$ cat src/rtl/id_pkg.sv
// Shared decode constants and types for the ID-stage fetch controller.
package id_pkg;

  localparam logic [5:0] OP_RTYPE = 6'h00;
  localparam logic [5:0] OP_J     = 6'h02;
  localparam logic [5:0] OP_JAL   = 6'h03;
  localparam logic [5:0] OP_BEQ   = 6'h04;
  localparam logic [5:0] OP_BNE   = 6'h05;
  localparam logic [5:0] FN_JR    = 6'h08;

  localparam logic [31:0] NOP_INST_DEFAULT = 32'h0000_0000;

  typedef logic [4:0] reg_idx_t;

  // Word offset of a conditional branch, sign-extended to a byte offset.
  function automatic logic [31:0] br_offset(input logic [15:0] imm);
    return {{14{imm[15]}}, imm, 2'b00};
  endfunction

endpackage

$ cat src/rtl/branch_resolve.sv
// Combinational decode of beq/bne/j/jal/jr: outcome, target and which
// source registers the control-flow instruction reads.
module branch_resolve
  import id_pkg::*;
(
  input  logic [31:0] inst_ID,
  input  logic [31:0] PC_ID,
  input  logic [31:0] rs_data,
  input  logic [31:0] rt_data,
  output logic        taken,
  output logic [31:0] target,
  output logic [31:0] p4,
  output logic        uses_rs,
  output logic        uses_rt,
  output logic        is_ctrl
);

  logic [5:0] w_op;
  logic [5:0] w_funct;
  logic       w_beq;
  logic       w_bne;
  logic       w_jmp;
  logic       w_jr;

  assign w_op    = inst_ID[31:26];
  assign w_funct = inst_ID[5:0];
  assign w_beq   = (w_op == OP_BEQ);
  assign w_bne   = (w_op == OP_BNE);
  assign w_jmp   = (w_op == OP_J) || (w_op == OP_JAL);
  assign w_jr    = (w_op == OP_RTYPE) && (w_funct == FN_JR);

  assign p4      = PC_ID + 32'd4;
  assign uses_rs = w_beq | w_bne | w_jr;
  assign uses_rt = w_beq | w_bne;
  assign is_ctrl = w_beq | w_bne | w_jmp | w_jr;

  assign taken = (w_beq & (rs_data == rt_data))
               | (w_bne & (rs_data != rt_data))
               | w_jmp | w_jr;

  always_comb begin
    target = p4;
    if (w_beq | w_bne) begin
      target = p4 + br_offset(inst_ID[15:0]);
    end else if (w_jmp) begin
      target = {p4[31:28], inst_ID[25:0], 2'b00};
    end else if (w_jr) begin
      target = rs_data;
    end
  end

endmodule

$ cat src/rtl/id_fetch_ctrl.sv
// IF/ID register, hazard detection and branch resolution in ID.
// Define DELAY_SLOT_EN to keep the instruction after a taken branch (delay slot).
module id_fetch_ctrl
  import id_pkg::*;
#(
  parameter logic [31:0] RST_PC   = 32'h0000_0000,
  parameter logic [31:0] NOP_INST = NOP_INST_DEFAULT
) (
  input  logic        clk,
  input  logic        rst,
  input  logic [31:0] PC_IF,
  input  logic [31:0] inst_IF,
  input  logic [31:0] rs_data,
  input  logic [31:0] rt_data,
  input  logic        ex_reg_write,
  input  logic        ex_mem_read,
  input  logic [4:0]  ex_rd,
  input  logic        mem_mem_read,
  input  logic [4:0]  mem_rd,
  output logic        stall,
  output logic        branch,
  output logic [31:0] jump_addr,
  output logic [31:0] PC_ID,
  output logic [31:0] inst_ID,
  output logic [4:0]  rs_addr,
  output logic [4:0]  rt_addr,
  output logic        issue_ID
);

  logic [31:0] r_pc_id;
  logic [31:0] r_inst_id;
  logic        r_valid_id;

  logic        w_taken;
  logic [31:0] w_target;
  logic [31:0] w_p4;
  logic        w_uses_rs;
  logic        w_uses_rt;
  logic        w_is_ctrl;
  reg_idx_t    w_rs;
  reg_idx_t    w_rt;
  logic        w_rs_src;
  logic        w_rt_src;
  logic        w_ctrl_rs;
  logic        w_ctrl_rt;
  logic        w_load_use;
  logic        w_ex_dep;
  logic        w_mem_dep;
  logic        w_taken_v;

  branch_resolve u_branch_resolve (
    .inst_ID (r_inst_id),
    .PC_ID   (r_pc_id),
    .rs_data (rs_data),
    .rt_data (rt_data),
    .taken   (w_taken),
    .target  (w_target),
    .p4      (w_p4),
    .uses_rs (w_uses_rs),
    .uses_rt (w_uses_rt),
    .is_ctrl (w_is_ctrl)
  );

  assign w_rs = r_inst_id[25:21];
  assign w_rt = r_inst_id[20:16];

  // Ordinary instructions are assumed to read both fields; $0 never conflicts.
  assign w_rs_src  = (w_is_ctrl ? w_uses_rs : 1'b1) && (w_rs != 5'd0);
  assign w_rt_src  = (w_is_ctrl ? w_uses_rt : 1'b1) && (w_rt != 5'd0);
  assign w_ctrl_rs = w_uses_rs && (w_rs != 5'd0);
  assign w_ctrl_rt = w_uses_rt && (w_rt != 5'd0);

  assign w_load_use = ex_mem_read &&
                      ((w_rs_src && (ex_rd == w_rs)) || (w_rt_src && (ex_rd == w_rt)));
  assign w_ex_dep   = ex_reg_write &&
                      ((w_ctrl_rs && (ex_rd == w_rs)) || (w_ctrl_rt && (ex_rd == w_rt)));
  assign w_mem_dep  = mem_mem_read &&
                      ((w_ctrl_rs && (mem_rd == w_rs)) || (w_ctrl_rt && (mem_rd == w_rt)));

  assign stall     = r_valid_id && (w_load_use || w_ex_dep || w_mem_dep);
  assign w_taken_v = r_valid_id && w_taken;
  assign branch    = w_taken_v && !stall;
  assign jump_addr = w_taken_v ? w_target : w_p4;
  assign issue_ID  = r_valid_id && !stall;

  assign PC_ID   = r_pc_id;
  assign inst_ID = r_inst_id;
  assign rs_addr = w_rs;
  assign rt_addr = w_rt;

  always_ff @(posedge clk) begin
    if (rst) begin
      r_pc_id    <= RST_PC;
      r_inst_id  <= NOP_INST;
      r_valid_id <= 1'b0;
    end else if (!stall) begin
      r_pc_id <= PC_IF;
`ifdef DELAY_SLOT_EN
      r_inst_id  <= inst_IF;
      r_valid_id <= 1'b1;
`else
      if (branch) begin
        r_inst_id  <= NOP_INST;
        r_valid_id <= 1'b0;
      end else begin
        r_inst_id  <= inst_IF;
        r_valid_id <= 1'b1;
      end
`endif
    end
  end

endmodule

$ cat config.mk
export PLATFORM = sky130hd
export DESIGN_NAME = id_fetch_ctrl
export DESIGN_NICKNAME = d
export VERILOG_FILES = /design/src/rtl/id_pkg.sv /design/src/rtl/branch_resolve.sv /design/src/rtl/id_fetch_ctrl.sv
export SDC_FILE = /design/constraint.sdc
export NUM_CORES = 1
export LEC_CHECK = 0
export ABC_AREA = 0
export CAP_MARGIN = 25
export CORE_MARGIN = 2
export CORE_UTILIZATION = 45
export DETAILED_ROUTE_END_ITERATION = 16
export GPL_TIMING_DRIVEN = 0
export PLACE_DENSITY = 0.78
export SLEW_MARGIN = 20
export SYNTH_ARGS = -nofsm -noshare
export SYNTH_HDL_FRONTEND = slang
export SYNTH_HIERARCHICAL = 1
export SYNTH_SLANG_ARGS = --single-unit
export TNS_END_PERCENT = 1
$ cat constraint.sdc
create_clock -name clk -period 6.9 [get_ports clk]
set_input_delay 1.725 -clock clk [delete_from_list [all_inputs] [get_ports clk]]
set_output_delay 1.725 -clock clk [all_outputs]
set_load 0.01 [all_outputs]
After elaboration in Yosys (flattened, before gate mapping)
Cells that the tools add are included.
Storage, ports and cells
  bits in registers: 65
  bits of input ports: 143
Operators by class
  $add $sub $neg: 2
  equal/unequal tests: 11
  muxes and demuxes: 8
  bitwise logic cells: 9
  reductions and logical operators: 28
Operators with widths (count)
  32-bit two-way mux: 5
  32-bit by 3-bit adder with 32-bit output, second input constant: 1
  32-bit adder: 1
  32-bit == test: 1
  32-bit inequality test: 1
  5-bit == test: 4
  1-bit logical AND: 18
  6-bit by 2-bit == test with 1-bit output, second input constant: 2
  6-bit by 3-bit == test with 1-bit output, second input constant: 2
  5-bit nonzero test: 2
  1-bit OR: 7
  6-bit by 4-bit == test with 1-bit output, second input constant: 1
  6-bit zero test: 1
  1-bit logical OR: 6
  1-bit two-way mux: 3
  1-bit AND: 2
  1-bit zero test: 1

Depth between registers and ports, before layout
Gate-level depths: netlist of run 1.
  word-level depth: 15
  gate-level depth with buffers: 18
  depth with buffers taken out: 17

Hierarchy
Netlist of run 1, hierarchy kept.
Modules (own cells, without submodules)
  id_fetch_ctrl: instances 1, cells each 477, area an instance 4164.0 um^2, seq. area each 1301.2 um^2
  branch_resolve: instances 1, cells each 489, area an instance 3438.3 um^2, seq. area each 0.0 um^2

Least setup slack after synthesis of run 1
Ideal clock, no wire load.
  kind: input-to-output
  start point: input rs_data[23]
  end point: output jump_addr[22]
  arrival time: 3.748 ns
  required time: 5.175 ns
  setup slack: 1.427 ns
  stages: 10
  buffers on the path: 2
  path through: xor2_1 > nor4_1 > nand4_1 > nor2_1 > xnor2_1 > o21ai_0 > clkbuf_1 > nand2_1 > buf_1 > mux2_2
On the way
  cells in the longest elaborated chain, start to end: 7
  elaborated cells between the ends (all ways): 9
  classes of those cells: eq/ne: 2; mux: 1; bitwise: 5; reduce/logical: 1
RTL lines
  from (decl): RTL line id_fetch_ctrl.sv:13  | input logic [31:0] rs_data,
  32-bit == test / 32-bit inequality test (equally long branches): RTL line branch_resolve.sv:37, branch_resolve.sv:38
  1-bit AND, on equally long branches: RTL line branch_resolve.sv:37, branch_resolve.sv:38
  1-bit OR (*): RTL line branch_resolve.sv:38  | | (w_bne & (rs_data != rt_data))
  1-bit OR (*) (2 in series): RTL line branch_resolve.sv:39  | | w_jmp | w_jr;
  net w_taken: RTL line id_fetch_ctrl.sv:34  | logic w_taken;
  1-bit logical AND (*): RTL line id_fetch_ctrl.sv:81  | assign w_taken_v = r_valid_id && w_taken;
  32-bit two-way mux (*): RTL line id_fetch_ctrl.sv:83  | assign jump_addr = w_taken_v ? w_target : w_p4;
  to (decl): RTL line id_fetch_ctrl.sv:22  | output logic [31:0] jump_addr,
The timed path passes the listed nets; every way through them passes the cells marked *.

Worst setup path after layout of run 1
  start point: input rs_data[21]
  end point: output jump_addr[19]
Same word-level chain as after synthesis.

==> results.sh, run 1 <==
export IMPL_met3_length_um=2650
export IMPL_clockRootBuffer="clkbuf_16"
export IMPL_end_kind="output pin"
export IMPL_ant_nets=0
export IMPL_finalSetupViolations=0
export IMPL_grt_pass1_wl_um=46000
export IMPL_portBuffers=250
export IMPL_ys_types=75
export IMPL_finalNetCount=1408
export IMPL_stdcell_area_mm2=0.0108
export IMPL_rrSetupSlack_ps=2550
export IMPL_max_stage_delay_ps=490
export IMPL_grt_overflow=0
export IMPL_fin_ws_ps=152
export IMPL_clkTransAtPathRegs_ps=50
export IMPL_fin_skew_ps=6.59
export IMPL_critPathBufInv=4
export IMPL_cts_tree="built"
export IMPL_ys_seq_area_frac=0.171
export IMPL_synth_common_cells="a21oi_1, nand2b_1, dfxtp_1, clkbuf_1, xor2_1"
export IMPL_dieArea_mm2=0.0179
export IMPL_drc_errors=0
export IMPL_cp_cell_sequence="clkdlybuf4s50_1, xor2_1, nor4_2, nand4_1, nor2_2, xnor2_1, o21ai_2, clkbuf_2, nand2_2, clkbuf_4, mux2_2, clkdlybuf4s50_1"
export IMPL_synth_cells=966
export IMPL_drive_above_1_share=0.0892
export IMPL_wl_met1_um=12700
export IMPL_dieWidth_um=134
export IMPL_pre_cts_ws_ps=-1060
export IMPL_clock_fmax_mhz=148
export IMPL_syn_cell_area_mm2=0.00760
export IMPL_slowest_stage="clkdlybuf4s50_1"
export IMPL_sw_frac_of_total=0.350
export IMPL_synth_seq_cells=65
export IMPL_grt_antenna_before_repair=0
export IMPL_power_leakage_nw=4.22
export IMPL_cp_max_fo=10
export IMPL_worstSetupPathType="input pin to output pin"
export IMPL_synth_warnings=6
export IMPL_fin_crit_ps=6750
export IMPL_clock_sinks=65
export IMPL_cts_max_level=3
export IMPL_yosysTopAreaCell="dfxtp_1"
export IMPL_drt_iter0_markers=1018
export IMPL_dpl_hpwl_um=24400
export IMPL_synth_top_cells_by_area="dfxtp_1, xor2_1, ha_1"
export IMPL_seqPwrFrac=0.298
export IMPL_yosysMostFrequentCell="a21oi_1"
export IMPL_power_density_mw_per_mm2=147
export IMPL_maxCapViolCount=0
export IMPL_core_rowCount=47
export IMPL_vias=8996
export IMPL_comb_power_share=0.421
export IMPL_syn_nets=1146
export IMPL_min_path_type="flip-flop to flip-flop"
export IMPL_ir_worst_vdd_uv=135
export IMPL_run_status="finished clean"
export IMPL_fp_dieH_um=134
export IMPL_syn_to_final_growth_pct=41.7
export IMPL_grt_max_degree=26
export IMPL_p_sw_uw=556
export IMPL_place_congestion=0.968
export IMPL_dr_max_layer_used="met4"
export IMPL_cpLargestDelayFamily="buffers and inverters"
export IMPL_critPathArrivalTime_ps=5020
export IMPL_post_route_period_util=0.978
export IMPL_wirelength_um=30600
export IMPL_detailed_place_area_mm2=0.0104
export IMPL_fin_util=0.652
export IMPL_dr_pass1_iters=6
export IMPL_relSlewSlack=0.499
export IMPL_grt_pass1_vias=8650
export IMPL_final_cells=1453
export IMPL_fillers=1486
export IMPL_ioPinCount=252
export IMPL_synth_top_area_frac=0.171
export IMPL_p_int_mw=1.03
export IMPL_clk_latency_ps=340
export IMPL_n_antenna_cell=0
export IMPL_synth_flop_cell="dfxtp_1"
export IMPL_wire_per_inst_um=21.0
export IMPL_syn_area_per_cell_um2=7.87
export IMPL_clockBufferDepth=2
export IMPL_required_ps=5180
export IMPL_synth_edf_count=0
export IMPL_dp_cells=1436
export IMPL_startpoint_type="input pin"
export IMPL_grt_usage=0.327
export IMPL_clockPowerShare=0.281
export IMPL_core_mm2=0.0165
export IMPL_rsz0062_at_grt="no"
export IMPL_cp_common_cell="clkdlybuf4s50_1"
export IMPL_tightest_slew_ps=751
export IMPL_routed_via_density=6.19
export IMPL_drv_slew=0
export IMPL_start_util=0.460
export IMPL_finalHoldViolCount=0
export IMPL_synth_async_reset_ratio=0
export IMPL_cts_buffers=9
export IMPL_dr_wl_met2_um=14000
-- sequential cells by signal, indices dropped and copies added (netlist names) --
signal / flops
PC_ID: 32
inst_ID: 32
r_valid_id: 1
-- worst min-delay path, delay by kind of cell, from the launching register on --
| family | cells | cell delay, ps |
|---|---|---|
| DFF | 1 | 340 |
| AOI/OAI and AO/OA | 2 | 150 |
-- cells by family after synthesis --
logic type	after synthesis	share of synthesized area
buffers and inverters	110	0.0698
adder cells (fa/ha/maj)	37	0.0619
flip-flops	65	0.171
AND/OR/NAND/NOR	307	0.240
AO/OA/AOI/OAI	308	0.284
XOR/XNOR	103	0.121
multiplexers	36	0.0527
-- per-layer routing --
layer,up-vias,track usage
met3,74,0.0472
met5,-,0
met1,4180,0.429
met2,479,0.536
met4,0,0.140
li1,4263,-
-- cells in the final DEF (no fill, tap or decap), types with 16 or more instances in the layout --
cell type	instances
clkdlybuf4s50_1	250
ha_1	36
nand2b_1	66
a211oi_1	20
a21oi_1	81
nand2_1	44
or4_1	36
nand3_1	22
nand4_1	44
a22o_1	19
dfxtp_1	64
a21o_1	17
xor2_1	56
clkbuf_1	62
o311ai_1	25
buf_4	16
xnor2_1	44
mux2_2	32
o311ai_0	40
a31oi_1	38
nor2_1	31
-- power groups by stage --
stage          Clock [mW]  Sequential [mW]  Combinational [mW]
2_1_floorplan           0            0.464               0.350
3_3_place_gp            0            0.480               0.637
3_5_place_dp            0            0.480               0.645
4_1_cts             0.446            0.473               0.653
5_1_grt             0.455            0.476               0.717
6_report            0.446            0.473               0.667
-- final timing paths --
path	cells after the start	startpoint	to
max reg2reg	12	inst_ID[27]	PC_ID[2]
max	12	rs_data[21]	jump_addr[19]
min	2	PC_ID[18]	PC_ID[18]
min reg2reg	2	PC_ID[18]	PC_ID[18]
-- through the flow --
step	setup TNS [ps]	hold slack (ps)	power, mW
after detailed placement	-28340	540	1.13
after global routing	0	564	1.65
after global placement	-28010	527	1.12
final	0	544	1.59
after floorplan	0	531	0.814
after CTS	0	547	1.57
-- cell type report --
| class | count | area (um2) | area share |
|---|---|---|---|
| multi-input combinational | 791 | 5840 | 0.542 |
| timing repair buffer | 252 | 2520 | 0.234 |
| sequential | 65 | 1300 | 0.121 |
| buffer | 97 | 494 | 0.0459 |
| clock buffer | 14 | 284 | 0.0264 |
| tap | 220 | 275 | 0.0256 |
| inverter | 12 | 45.0 | 0.00418 |
| clock inverter | 2 | 10.0 | 0.000929 |
-- what timing repair did --
item                       in CTS  in global routing
pin swaps                       2                  0
setup endpoints to repair      33                 32
gates resized for setup        10                 11
buffers inserted                1                  0
hold buffers                    0                  0
Note: power is estimated with default switching activity, not from simulation.
==> inputs of run 2 (changes only) <==
==> constraint.sdc (replaced) <==
create_clock -name clk -period 6.9 [get_ports clk]
set_input_delay 1.725 -clock clk [delete_from_list [all_inputs] [get_ports clk]]
set_output_delay 1.725 -clock clk [all_outputs]
set_load 0.1 [all_outputs]
==> run 2 against run 1 <==
Effect of this change:
- the flow now finishes with violations (setup timing)
- die area unchanged
- utilization decreased by 0.41 points
- wire length increased by 1.2%
- critical endpoint unchanged
- final cell count about the same
- combinational power increased by 50%
==> results.sh, run 2 (synthesis results as in run 1) <==
export IMPL_finalHoldViolCount=0
export IMPL_wire_per_inst_um=21.3
export IMPL_clk_latency_ps=340
export IMPL_relSlewSlack=0.273
export IMPL_clock_sinks=65
export IMPL_grt_usage=0.334
export IMPL_core_mm2=0.0165
export IMPL_grt_max_degree=26
export IMPL_ir_worst_vdd_uv=141
export IMPL_stdcell_area_mm2=0.0107
export IMPL_required_ps=5180
export IMPL_cp_max_fo=10
export IMPL_finalNetCount=1407
export IMPL_critPathArrivalTime_ps=5180
export IMPL_dpl_hpwl_um=24600
export IMPL_clkTransAtPathRegs_ps=50
export IMPL_start_util=0.460
export IMPL_fin_skew_ps=3.12
export IMPL_vias=9008
export IMPL_drive_above_1_share=0.112
export IMPL_n_antenna_cell=0
export IMPL_dieWidth_um=134
export IMPL_finalSetupViolations=3
export IMPL_grt_antenna_before_repair=0
export IMPL_portBuffers=250
export IMPL_grt_pass1_vias=8630
export IMPL_drv_slew=0
export IMPL_dr_pass1_iters=5
export IMPL_tightest_slew_ps=1090
export IMPL_startpoint_type="input pin"
export IMPL_ioPinCount=252
export IMPL_end_kind="output pin"
export IMPL_place_congestion=0.952
export IMPL_cts_tree="built"
export IMPL_ctsHoldBuffers=0
export IMPL_grt_pass1_wl_um=47100
export IMPL_layout_commonest_cell="clkdlybuf4s50_1"
export IMPL_clockRootBuffer="clkbuf_16"
export IMPL_violations="setup timing"
export IMPL_worstSetupPathType="input pin to output pin"
export IMPL_pre_cts_ws_ps=-1600
export IMPL_drc_errors=0
export IMPL_fin_util=0.648
export IMPL_syn_to_final_growth_pct=40.8
export IMPL_rsz0062_at_grt="no"
export IMPL_cts_max_level=3
export IMPL_clockBufferDepth=2
export IMPL_power_density_mw_per_mm2=188
export IMPL_power_leakage_nw=4.30
export IMPL_routed_via_density=6.20
export IMPL_run_status="complete, but fails checks"
export IMPL_cts_buffers=9
export IMPL_fillers=1472
export IMPL_wirelength_um=30900
export IMPL_fin_crit_ps=6910
export IMPL_ant_nets=0
export IMPL_fp_dieH_um=134
export IMPL_detailed_place_area_mm2=0.0104
export IMPL_core_rowCount=47
export IMPL_fin_ws_ps=-6.02
export IMPL_dp_cells=1436
export IMPL_min_path_type="flip-flop to flip-flop"
export IMPL_clock_fmax_mhz=145
export IMPL_dieArea_mm2=0.0179
export IMPL_layout_common_cells="clkdlybuf4s50_1, a21oi_1, nand2b_1"
export IMPL_grt_overflow=0
export IMPL_post_route_period_util=1.00
export IMPL_holdWs_ps=552
export IMPL_final_cells=1452
export IMPL_drt_iter0_markers=979
export IMPL_maxCapViolCount=0
[run 2: changes by cell type in the layout (fill, tap and decap cells not counted), moves of 2 or more]
cell             previous run  this run
buf_4                      16        43
bufinv_16                   0         3
clkbuf_8                    4         1
clkdlybuf4s15_2             0         2
dlymetal6s2s_1              0         2
clkbuf_4                    2         0
buf_2                       4         8
clkdlybuf4s50_1           250       215
[run 2: cell type report]
type | count | area (um2) | area share
plain buffers | 98 | 490 | 0.0458
clock inverters | 6 | 105 | 0.00982
inverters | 12 | 45.0 | 0.00421
clock buffers | 10 | 239 | 0.0223
repair buffers | 250 | 2430 | 0.227
multi-input cells | 791 | 5820 | 0.543
well taps | 220 | 275 | 0.0257
flip-flops and latches | 65 | 1300 | 0.122
[run 2: critical path: stages]
cell and delay, ps:
clkdlybuf4s50_1 530, xor2_1 220, nor4_2 460, nand4_1 150
nor2_1 270, xnor2_1 180, o21ai_2 150, clkbuf_2 240
nand2_1 260, buf_2 340, mux2_2 410, buf_4 240
[run 2: power by group]
group,total [mW],internal [mW],switching [mW]
Sequential,0.478,0.405,0.0728
Clock,0.529,0.360,0.169
Combinational,1.00,0.333,0.667
[run 2: per-layer routing]
metal	vias to the layer above	global-route usage	share of wire	wire, um
li1	4245	-	-	-
met1	4231	0.434	0.41	12600
met2	457	0.555	0.47	14500
met3	75	0.0574	0.091	2800
met4	0	0.122	0.033	1020
met5	-	0	0	0
[run 2: what timing repair did]
| item | CTS | global route |
|---|---|---|
| gates resized for setup | 199 | 8 |
| cloned | 0 | 0 |
| setup endpoints to repair | 35 | 35 |
| buffers inserted | 0 | 0 |
[run 2: final timing paths]
kind | cells past startpoint | start | slack (ps) | end
worst max-delay path | 12 | rs_data[2] | -6 | jump_addr[19]
worst min-delay path | 2 | PC_ID[16] | 550 | PC_ID[16]
worst max register to register | 14 | inst_ID[2] | 2420 | PC_ID[2]
worst min register to register | 2 | PC_ID[16] | 550 | PC_ID[16]
[run 2: per-stage QoR]
| stage | total power [mW] | TNS (ps) |
|---|---|---|
| 2_1_floorplan | 1.16 | 0 |
| 3_3_place_gp | 1.47 | -47630 |
| 3_5_place_dp | 1.47 | -47190 |
| 4_1_cts | 1.99 | -28.2 |
| 5_1_grt | 2.07 | 0 |
| 6_report | 2.01 | -16.9 |
==> inputs of run 3 (changes only) <==
- CORE_ASPECT_RATIO: not set -> 1.25
- REMOVE_ABC_BUFFERS: not set -> 1
- SKIP_CTS_REPAIR_TIMING: not set -> 1
==> run 3 against run 2 <==
Effect of this change:
- first-iteration DRC count is 39% lower
- critical path type unchanged
- utilization shrank 2.9 points
- setup slack better by 130 ps
- clock power down 18%
- the run now ends clean
- non-clock buffer count fell by 80
- global-route usage is 1.1 points lower
- maximum frequency is 2.0% higher
- critical path depth unchanged
- sequential cell count unchanged
- sequential power decreased by 2%
- count of clock-buffer cells in the layout unchanged
==> results.sh, run 3 (synthesis results as in run 1) <==
export IMPL_clkTransAtPathRegs_ps=60
export IMPL_drc_errors=0
export IMPL_hp_start="PC_ID[18]"
export IMPL_required_ps=5180
export IMPL_relSlewSlack=0.314
export IMPL_dieWidth_um=120
export IMPL_syn_to_final_growth_pct=36.1
export IMPL_start_util=0.455
export IMPL_core_rowCount=53
export IMPL_rrSetupSlack_ps=2780
export IMPL_clockBufferDepth=2
export IMPL_ant_nets=0
export IMPL_setup_tns_ps=0
export IMPL_cp_common_cell="buf_16"
export IMPL_finalHoldViolCount=0
export IMPL_portBuffers=251
export IMPL_wirelength_um=29900
export IMPL_startpoint_type="input pin"
export IMPL_drt_iter0_markers=600
export IMPL_layout_commonest_cell="clkdlybuf4s50_1"
export IMPL_grt_antenna_before_repair=0
export IMPL_finalNetCount=1327
export IMPL_pre_cts_ws_ps=-1000
export IMPL_tightest_slew_ps=1030
export IMPL_drive_above_1_share=0.115
export IMPL_worst_r2r_cell_count=9
export IMPL_cp_max_fo=21
export IMPL_rr_startpoint="inst_ID[27]"
export IMPL_fin_ws_ps=127
export IMPL_cp_startpoint="rs_data[13]"
export IMPL_fin_skew_ps=9.69
export IMPL_cts_tree="built"
export IMPL_clock_fmax_mhz=148
export IMPL_critPathBufInv=4
export IMPL_min_path_type="flip-flop to flip-flop"
export IMPL_cts_max_level=3
export IMPL_grt_overflow=0
export IMPL_post_route_period_util=0.982
export IMPL_power_leakage_nw=4.11
export IMPL_fin_crit_ps=6770
export IMPL_rsz0062_at_grt="no"
export IMPL_clk_latency_ps=350
export IMPL_routed_via_density=6.29
export IMPL_finalSetupViolations=0
export IMPL_place_congestion=0.959
export IMPL_cpLargestDelayFamily="buffers and inverters"
export IMPL_end_kind="output pin"
export IMPL_holdPathStages=2
export IMPL_clock_sinks=65
export IMPL_grt_pass1_vias=8388
export IMPL_dpl_hpwl_um=21900
export IMPL_dieArea_mm2=0.0180
export IMPL_vias=8628
export IMPL_cp_depth=12
export IMPL_core_mm2=0.0167
export IMPL_drv_slew=0
export IMPL_maxCapViolCount=0
export IMPL_ir_worst_vdd_uv=106
export IMPL_critPathArrivalTime_ps=5050
export IMPL_grt_max_degree=99
export IMPL_grt_usage=0.323
export IMPL_grt_pass1_wl_um=45800
export IMPL_run_status="finished clean"
export IMPL_n_antenna_cell=0
export IMPL_power_density_mw_per_mm2=181
export IMPL_fp_dieH_um=149
export IMPL_dr_pass1_iters=5
export IMPL_ioPinCount=252
export IMPL_wire_per_inst_um=21.8
export IMPL_worstSetupPathType="input pin to output pin"
export IMPL_layout_common_cells="clkdlybuf4s50_1, a21oi_1, nand2b_1"
export IMPL_slowest_stage="clkdlybuf4s50_1"
export IMPL_clockRootBuffer="clkbuf_16"
export IMPL_cp_cell_sequence="clkdlybuf4s50_1, xor2_1, nor4_1, nand4_1, nor2_1, xnor2_1, o21ai_4, buf_16, nand2_2, buf_16, mux2_2, clkbuf_2"
export IMPL_cts_buffers=9
export IMPL_max_stage_delay_ps=530
run 3: changes by cell type in the layout (fill, tap and decap cells not counted), moves of 6 or more:
cell and change:
buf_4 -33, clkbuf_1 -61, clkbuf_2 +30, buf_1 -6, buf_2 -7, buf_6 -9
run 3: where the power goes:
part	switching [mW]	internal, mW
Combinational	0.655	0.319
Clock	0.192	0.241
Sequential	0.0636	0.405
Total	0.910	0.965
run 3: per-stage QoR:
stage               utilization  power [mW]  cells  instance area [um2]  hold slack (ps)
floorplan                     -        1.14    868                 7120              987
global placement          0.593        1.44   1339                 9900              518
detailed placement        0.611        1.45   1355                10200              528
CTS                       0.627        1.88   1371                10500              536
global route              0.619        1.95   1372                10300              554
finish                    0.619        1.88   1372                10300              536
run 3: tightest hold or removal path: stages (launching register included):
cell	delay (ps)
dfxtp_1	340
o311ai_1	90
a21oi_1	60
run 3: area by class of cell:
cell class	instances	area (um2)
Clock buffer	10	229
Clock inverter	6	35.0
Fill cell	1556	6370
Inverter	12	45.0
Multi-Input combinational cell	791	5840
Sequential cell	65	1310
Tap cell	220	275
Timing Repair Buffer	268	2620
run 3: path summary, 6_finish.rpt:
path / endpoint
max: jump_addr[13]
min: PC_ID[18]
max reg2reg: PC_ID[12]
min reg2reg: PC_ID[18]
run 3: metal layers:
layer | share of wire | vias up | track usage | routed length, um
met5 | 0 | - | 0 | 0
met4 | 0.040 | 0 | 0.145 | 1190
met3 | 0.062 | 68 | 0.0566 | 1860
met2 | 0.49 | 349 | 0.546 | 14700
met1 | 0.41 | 4125 | 0.399 | 12200
li1 | - | 4086 | - | -
